### src/rtl/aes_selftest_seq_if.sv
// rtl/aes_selftest_seq_if.sv - request/response bus between the self-test sequencer and the AES engine
interface aes_selftest_seq_if;
  logic         req_valid;
  logic         req_ready;
  logic [127:0] req_data;
  logic [255:0] req_key;
  logic [1:0]   req_keylen;
  logic         req_decrypt;
  logic         resp_valid;
  logic [127:0] resp_data;

  modport master (
    output req_valid, req_data, req_key, req_keylen, req_decrypt,
    input  req_ready, resp_valid, resp_data
  );

  modport slave (
    input  req_valid, req_data, req_key, req_keylen, req_decrypt,
    output req_ready, resp_valid, resp_data
  );
endinterface

### src/rtl/aes_selftest_seq.sv
// rtl/aes_selftest_seq.sv - AES built-in self-test sequencer: encrypt/decrypt round trips plus FIPS-197 known answers
module aes_selftest_seq #(
  parameter int NUM_VEC = 4,
  parameter int TIMEOUT = 64,
  parameter int CNT_W   = 8
) (
  input  logic                clk,
  input  logic                reset,
  input  logic                enable,
  input  logic                start,
  input  logic [1:0]          mode,
  aes_selftest_seq_if.master  bus,
  output logic                busy,
  output logic                done,
  output logic                led128,
  output logic                led192,
  output logic                led256,
  output logic [CNT_W-1:0]    fail_count,
  output logic                timeout_err
);

  typedef enum logic [2:0] {IDLE, ENC_REQ, ENC_WAIT, DEC_REQ, DEC_WAIT, CHECK, NEXT, FIN} state_t;

  localparam int WD_W = $clog2(TIMEOUT + 1);
  localparam logic [127:0]    PT_BASE  = 128'h00112233445566778899aabbccddeeff;
  localparam logic [127:0]    KAT128   = 128'h69c4e0d86a7b0430d8cdb78070b4c55a;
  localparam logic [127:0]    KAT192   = 128'hdda97ca4864cdfe06eaf70a0ec0d7191;
  localparam logic [127:0]    KAT256   = 128'h8ea2b7ca516745bfeafc49904b496089;
  localparam logic [7:0]      LAST_VEC = 8'(NUM_VEC - 1);
  localparam logic [WD_W-1:0] WD_LAST  = WD_W'(TIMEOUT - 1);

  state_t            state, state_n;
  logic [7:0]        vec_idx;
  logic [WD_W-1:0]   wd;
  logic [127:0]      ct_reg, pt_reg;
  logic [1:0]        cur_len;
  logic              all_mode, size_fail;
  logic [127:0]      plaintext, kat;
  logic [255:0]      key;
  logic              in_wait, wd_trip, fail_evt, last_vec, more_sizes;

  assign plaintext  = PT_BASE ^ {120'b0, vec_idx};
  assign in_wait    = (state == ENC_WAIT) || (state == DEC_WAIT);
  assign wd_trip    = in_wait && !bus.resp_valid && (wd == WD_LAST);
  assign last_vec   = (vec_idx == LAST_VEC);
  // In all-sizes mode the order is 128 (len 0), 192 (len 2), 256 (len 1).
  assign more_sizes = all_mode && (cur_len != 2'd1);

  always_comb begin
    kat = KAT256;
    key = 256'h000102030405060708090a0b0c0d0e0f101112131415161718191a1b1c1d1e1f;
    case (cur_len)
      2'd0: begin
        kat = KAT128;
        key = {128'h000102030405060708090a0b0c0d0e0f, 128'h0};
      end
      2'd2: begin
        kat = KAT192;
        key = {192'h000102030405060708090a0b0c0d0e0f1011121314151617, 64'h0};
      end
      default: ;
    endcase
  end

  assign fail_evt = ((state == ENC_WAIT) && bus.resp_valid && (vec_idx == 8'd0) && (bus.resp_data != kat))
                 || ((state == CHECK) && (pt_reg != plaintext))
                 || wd_trip;

  always_comb begin
    state_n         = state;
    bus.req_valid   = 1'b0;
    bus.req_data    = '0;
    bus.req_key     = '0;
    bus.req_keylen  = '0;
    bus.req_decrypt = 1'b0;
    busy            = (state != IDLE);
    done            = (state == FIN) && enable;
    case (state)
      IDLE:     if (start && enable) state_n = ENC_REQ;
      ENC_REQ: begin
        bus.req_valid  = 1'b1;
        bus.req_data   = plaintext;
        bus.req_key    = key;
        bus.req_keylen = cur_len;
        if (bus.req_ready) state_n = ENC_WAIT;
      end
      ENC_WAIT: begin
        if (bus.resp_valid) state_n = DEC_REQ;
        else if (wd_trip)   state_n = FIN;
      end
      DEC_REQ: begin
        bus.req_valid   = 1'b1;
        bus.req_data    = ct_reg;
        bus.req_key     = key;
        bus.req_keylen  = cur_len;
        bus.req_decrypt = 1'b1;
        if (bus.req_ready) state_n = DEC_WAIT;
      end
      DEC_WAIT: begin
        if (bus.resp_valid) state_n = CHECK;
        else if (wd_trip)   state_n = FIN;
      end
      CHECK:    state_n = NEXT;
      NEXT:     state_n = (!last_vec || more_sizes) ? ENC_REQ : FIN;
      FIN:      state_n = IDLE;
      default:  state_n = IDLE;
    endcase
    if (!enable) state_n = IDLE;
  end

  always_ff @(posedge clk) begin
    if (reset) begin
      state       <= IDLE;
      vec_idx     <= '0;
      wd          <= '0;
      ct_reg      <= '0;
      pt_reg      <= '0;
      cur_len     <= '0;
      all_mode    <= 1'b0;
      size_fail   <= 1'b0;
      led128      <= 1'b0;
      led192      <= 1'b0;
      led256      <= 1'b0;
      fail_count  <= '0;
      timeout_err <= 1'b0;
    end else begin
      state <= state_n;
      // With enable low the run is abandoned; results stay as they were.
      if (enable) begin
        case (state)
          IDLE: if (start) begin
            fail_count  <= '0;
            timeout_err <= 1'b0;
            if (mode == 2'd0 || mode == 2'd3) led128 <= 1'b0;
            if (mode == 2'd2 || mode == 2'd3) led192 <= 1'b0;
            if (mode == 2'd1 || mode == 2'd3) led256 <= 1'b0;
            all_mode  <= (mode == 2'd3);
            cur_len   <= (mode == 2'd3) ? 2'd0 : mode;
            vec_idx   <= '0;
            size_fail <= 1'b0;
            wd        <= '0;
          end
          ENC_REQ, DEC_REQ: wd <= '0;
          ENC_WAIT, DEC_WAIT: begin
            if (bus.resp_valid) begin
              if (state == ENC_WAIT) ct_reg <= bus.resp_data;
              else                   pt_reg <= bus.resp_data;
            end else if (wd_trip) begin
              timeout_err <= 1'b1;
            end else begin
              wd <= wd + 1'b1;
            end
          end
          NEXT: begin
            if (last_vec) begin
              case (cur_len)
                2'd0:    led128 <= !size_fail;
                2'd2:    led192 <= !size_fail;
                default: led256 <= !size_fail;
              endcase
              vec_idx   <= '0;
              size_fail <= 1'b0;
              cur_len   <= (cur_len == 2'd0) ? 2'd2 : 2'd1;
            end else begin
              vec_idx <= vec_idx + 8'd1;
            end
          end
          default: ;
        endcase
        if (fail_evt) begin
          size_fail <= 1'b1;
          if (fail_count != '1) fail_count <= fail_count + 1'b1;
        end
      end
    end
  end

endmodule

### src/flat_wrapper.sv
// flat-port wrapper written by rule: the top's interface ports become plain ports
module aes_selftest_seq_flat 
#(
  parameter int NUM_VEC = 4,
  parameter int TIMEOUT = 64,
  parameter int CNT_W   = 8
)
  (clk, reset, enable, start, mode, busy, done, led128, led192, led256, fail_count, timeout_err, bus_req_valid, bus_req_data, bus_req_key, bus_req_keylen, bus_req_decrypt, bus_req_ready, bus_resp_valid, bus_resp_data);
  aes_selftest_seq_if bus_i ();
  input  logic clk;
  input  logic reset;
  input  logic enable;
  input  logic start;
  input  logic [1:0] mode;
  output logic busy;
  output logic done;
  output logic led128;
  output logic led192;
  output logic led256;
  output logic [CNT_W-1:0] fail_count;
  output logic timeout_err;
  output wire logic [$bits(bus_i.req_valid)-1:0] bus_req_valid;
  output wire logic [$bits(bus_i.req_data)-1:0] bus_req_data;
  output wire logic [$bits(bus_i.req_key)-1:0] bus_req_key;
  output wire logic [$bits(bus_i.req_keylen)-1:0] bus_req_keylen;
  output wire logic [$bits(bus_i.req_decrypt)-1:0] bus_req_decrypt;
  input wire logic [$bits(bus_i.req_ready)-1:0] bus_req_ready;
  input wire logic [$bits(bus_i.resp_valid)-1:0] bus_resp_valid;
  input wire logic [$bits(bus_i.resp_data)-1:0] bus_resp_data;
  assign bus_req_valid = bus_i.req_valid;
  assign bus_req_data = bus_i.req_data;
  assign bus_req_key = bus_i.req_key;
  assign bus_req_keylen = bus_i.req_keylen;
  assign bus_req_decrypt = bus_i.req_decrypt;
  assign bus_i.req_ready = bus_req_ready;
  assign bus_i.resp_valid = bus_resp_valid;
  assign bus_i.resp_data = bus_resp_data;
  aes_selftest_seq #(.NUM_VEC(NUM_VEC), .TIMEOUT(TIMEOUT), .CNT_W(CNT_W)) u_core (.clk(clk), .reset(reset), .enable(enable), .start(start), .mode(mode), .bus(bus_i), .busy(busy), .done(done), .led128(led128), .led192(led192), .led256(led256), .fail_count(fail_count), .timeout_err(timeout_err));
endmodule
### config.mk
export PLATFORM = sky130hd
export DESIGN_NAME = aes_selftest_seq_flat
export DESIGN_NICKNAME = d
export VERILOG_FILES = /design/src/rtl/aes_selftest_seq_if.sv /design/src/rtl/aes_selftest_seq.sv /design/src/flat_wrapper.sv
export SDC_FILE = /design/constraint.sdc
export NUM_CORES = 1
export LEC_CHECK = 0
export BUFFER_PORTS_ARGS = -buffer_cell sky130_fd_sc_hd__buf_2
export CAP_MARGIN = 10
export CORE_MARGIN = 3
export CORE_UTILIZATION = 35
export DETAILED_ROUTE_END_ITERATION = 8
export HOLD_SLACK_MARGIN = 0.1
export PLACE_DENSITY_LB_ADDON = 0.15
export SLEW_MARGIN = 10
export SYNTH_ARGS = -nofsm -noshare
export SYNTH_HDL_FRONTEND = slang
export SYNTH_SLANG_ARGS = --single-unit
### constraint.sdc
create_clock -name clk -period 8.3 [get_ports clk]
set_input_delay 1.66 -clock clk [delete_from_list [all_inputs] [get_ports clk]]
set_output_delay 1.66 -clock clk [all_outputs]
set_load 0.05 [all_outputs]
==> impl_metrics.ini <==
[critical_path]
r2r_slack_ns = 4.91
critical_path.max_stage_delay_ns = 0.67
cp_top_family = buffers and inverters
crit_type = flop to output pin
critical_path.cell_chain = nand2b_2 > buf_4 > inv_2 > buf_4 > and3_1 > buf_2
cp_common_cell = buf_4
critPathBufInv = 4
timing.rr.start = u_core.cur_len[1]
setup.worst_path.start_class = flop
crit_arrival_ns = 3.63
cp-startpoint = u_core.state[2]
worstSetupEndpointType = output pin
critPathRequiredTime_ns = 6.64
crit_path_top_delay_cell = dfxtp_1
cp_max_fo = 81

[logic_synthesis]
synth-simple-area-share = 0.264
synth_cells = 2038
post_synthesis_share_of_cell_area_spent_on_xor_and_xnor_gates = 0.0123
synth_top_area_cell = dfxtp_1
synth.area.top_cells = dfxtp_1 39%, nand2_1 14%, buf_4 13%, a21oi_1 11%, clkbuf_1 3.1%
async_flop_share = 0
synth_adder_area_share = 0.00586
synthesized_area_fraction_occupied_by_ao_oa_aoi_and_oai_cells = 0.148
synth.top_cell.area_share = 0.388
synth-edff-count = 0
yosysUniqueCellTypes = 62
ys_seq_elements = 290
yosys-mux-area-fraction = 0.00402
yosysSeqAreaShare = 0.388
yosys_warnings = 0
post_synth.cell_area_avg_um2 = 7.34
dominant_combinational_cell_family_by_area_after_synthesis = simple AND/OR/NAND/NOR gates
dominantRegCellSynth = dfxtp_1
netlist_area_pre_place_um2 = 15000

[timing]
worst_setup_slack_final_ns = 3.01
final_hold_violations = 0
timing_max_transition_violations_final = 0
fmaxAchievable_ghz = 0.189
rsz0062_at_grt = no
final_setup_violation_count = 0
min_period_over_period = 0.638
min_period_ns = 5.29
relSlewSlack = 0.236
max_slew.worst_pin.slew_ns = 1.15
clock_skew_ns = 0.00973
final_tns_setup_ns = 0

[detailed_routing]
drt_first_iter_violations = 999
dr.pass1.iters = 5
drc_errors = 0
detail_route.vias_per_cell = 4.92
drt-wirelength-per-cell_um = 18.6
postRouteAntennaNets = 0
routed_wire_length_mm = 52.2
overall_via_count_from_detail_route = 13800

[worst_hold_path]
hold_path_startpoint = u_core.ct_reg[85]
hp-class = flop to flop

[floorplanning]
dieWidth_um = 213
floorplan.die.height_um = 213
design.die.area_um2 = 45200
floorplan.initialDensity = 0.356
placementRows = 75
design.core.area_um2 = 42000
top_level_ports = 538

[placement]
gp_congestion = 0.864
worst_slack_at_placement_ns = 3.59
hpwlAfterDp_mm = 37.4
io_buffers = 361

[final_layout]
fillCellCount = 4501
final_layout_size_suffix_gt1_frac = 0.196
final_nets = 2381
syn_to_layout_area_delta_pct = 13.5

[clock_network]
clock-sinks = 290
cts_buffers = 36
post-cts-setup-buffer-count = 0
htreeDepth = 2
cts.repair.resized = 0
clock_insertion_delay_worst_skew_ns = 0.53
ctsRootBufferMaster = clkbuf_16
cts_buffer_depth = 3
holdBufCountCts = 0
cts_tree = built
clock_pin_slew_worst_setup_and_hold_paths_ns = 0.06

[global_route]
largest_net_degree_at_the_start_of_global_routing = 106
grt_antenna_before_repair = 2
grt_overflow = 0
first_global_vias = 12400
grt_pass1_wl_mm = 75.6
groute.usage.overall = 0.217

[pwr]
power_dens_cells_nw_per_um2 = 200
cellLeakagePower_nw = 7.21
totalPowerFinal_mw = 3.40
peakVddDrop_mv = 0.133

[status]
status = completed

[flow_run]
cap_violations = 0
area by class of cell:
type	count	area, µm²	area share
timing repair buffer	374	1910	0.113
clock inverter	2	13.8	0.000811
inverter	68	255	0.0150
clock buffer	59	1130	0.0665
antenna	2	5.00	0.000295
tap	539	674	0.0397
multi-input combinational	1468	7170	0.422
sequential	290	5810	0.342
cells by family (layout without fill, tap and decap cells):
kind of cell               count (synthesis)  after routing
DFF                                      290            290
adders and majority gates                  7              7
muxes                                      6              6
and+or+nand+nor                          853            853
xor gates and xnor gates                  21             21
other                                      1            178
AOI/OAI and AO/OA                        405            405
buffers and inverters                    455            503
metal layers:
metal	wire length, µm	track usage
met3	3800	0.0426
met2	23700	0.338
met4	1320	0.0693
met5	9	0
met1	23400	0.303
cells in the final DEF (no fill, tap or decap), types with 10 or more instances in the layout:
cell / instances
nand2_1: 552
buf_2: 360
a21oi_1: 339
dfxtp_1: 289
conb_1: 176
inv_1: 67
and3_1: 67
nor2_1: 62
clkbuf_16: 37
nand4_1: 25
nand3_1: 19
xor2_1: 17
o21ai_0: 16
nor4bb_1: 16
nor4_1: 14
clkbuf_8: 13
buf_4: 13
nand2b_1: 12
nor4b_1: 12
nor2b_1: 10
nand4b_1: 10
clkbuf_1: 10
report_power, final:
part | switching (mW) | leakage [nW] | total (mW) | internal, mW
Sequential | 0.00678 | 2.34 | 1.40 | 1.40
Combinational | 0.397 | 4.31 | 0.463 | 0.0663
Clock | 0.611 | 0.562 | 1.53 | 0.922
Total | 1.01 | 7.21 | 3.40 | 2.38
synth_stat cells (all sizes together) (13+ instances only):
library cell / n
a21oi: 340
nand3: 19
nor2: 63
xor2: 17
clkbuf: 122
nor4: 14
nor4bb: 16
nand2: 552
buf: 265
o21ai: 18
and3: 67
dfxtp: 290
nand4: 25
nand2b: 13
inv: 68
final timing paths:
path,endpoint,cells past startpoint
max,bus_req_data[123],6
min,u_core.ct_reg[85],2
max reg2reg,u_core.fail_count[7],9
min reg2reg,u_core.ct_reg[85],2
worst reg2reg max path, delay by kind of cell, from the launching register on:
kind	cells	cell delay, ns
compound gates	4	1.38
flops	1	0.85
buf+inv	1	0.20
simple gates	4	0.83
through the flow:
stage	instances	hold slack (ns)	cell area, µm²	util
after floorplan	2213	0.431	15600	-
after global placement	2739	0.438	15800	0.376
after detailed placement	2739	0.442	15800	0.376
after CTS	2800	0.450	17000	0.403
after global routing	2801	0.467	17000	0.404
final	2802	0.447	17000	0.404
Power figures use the tool's default switching activity.
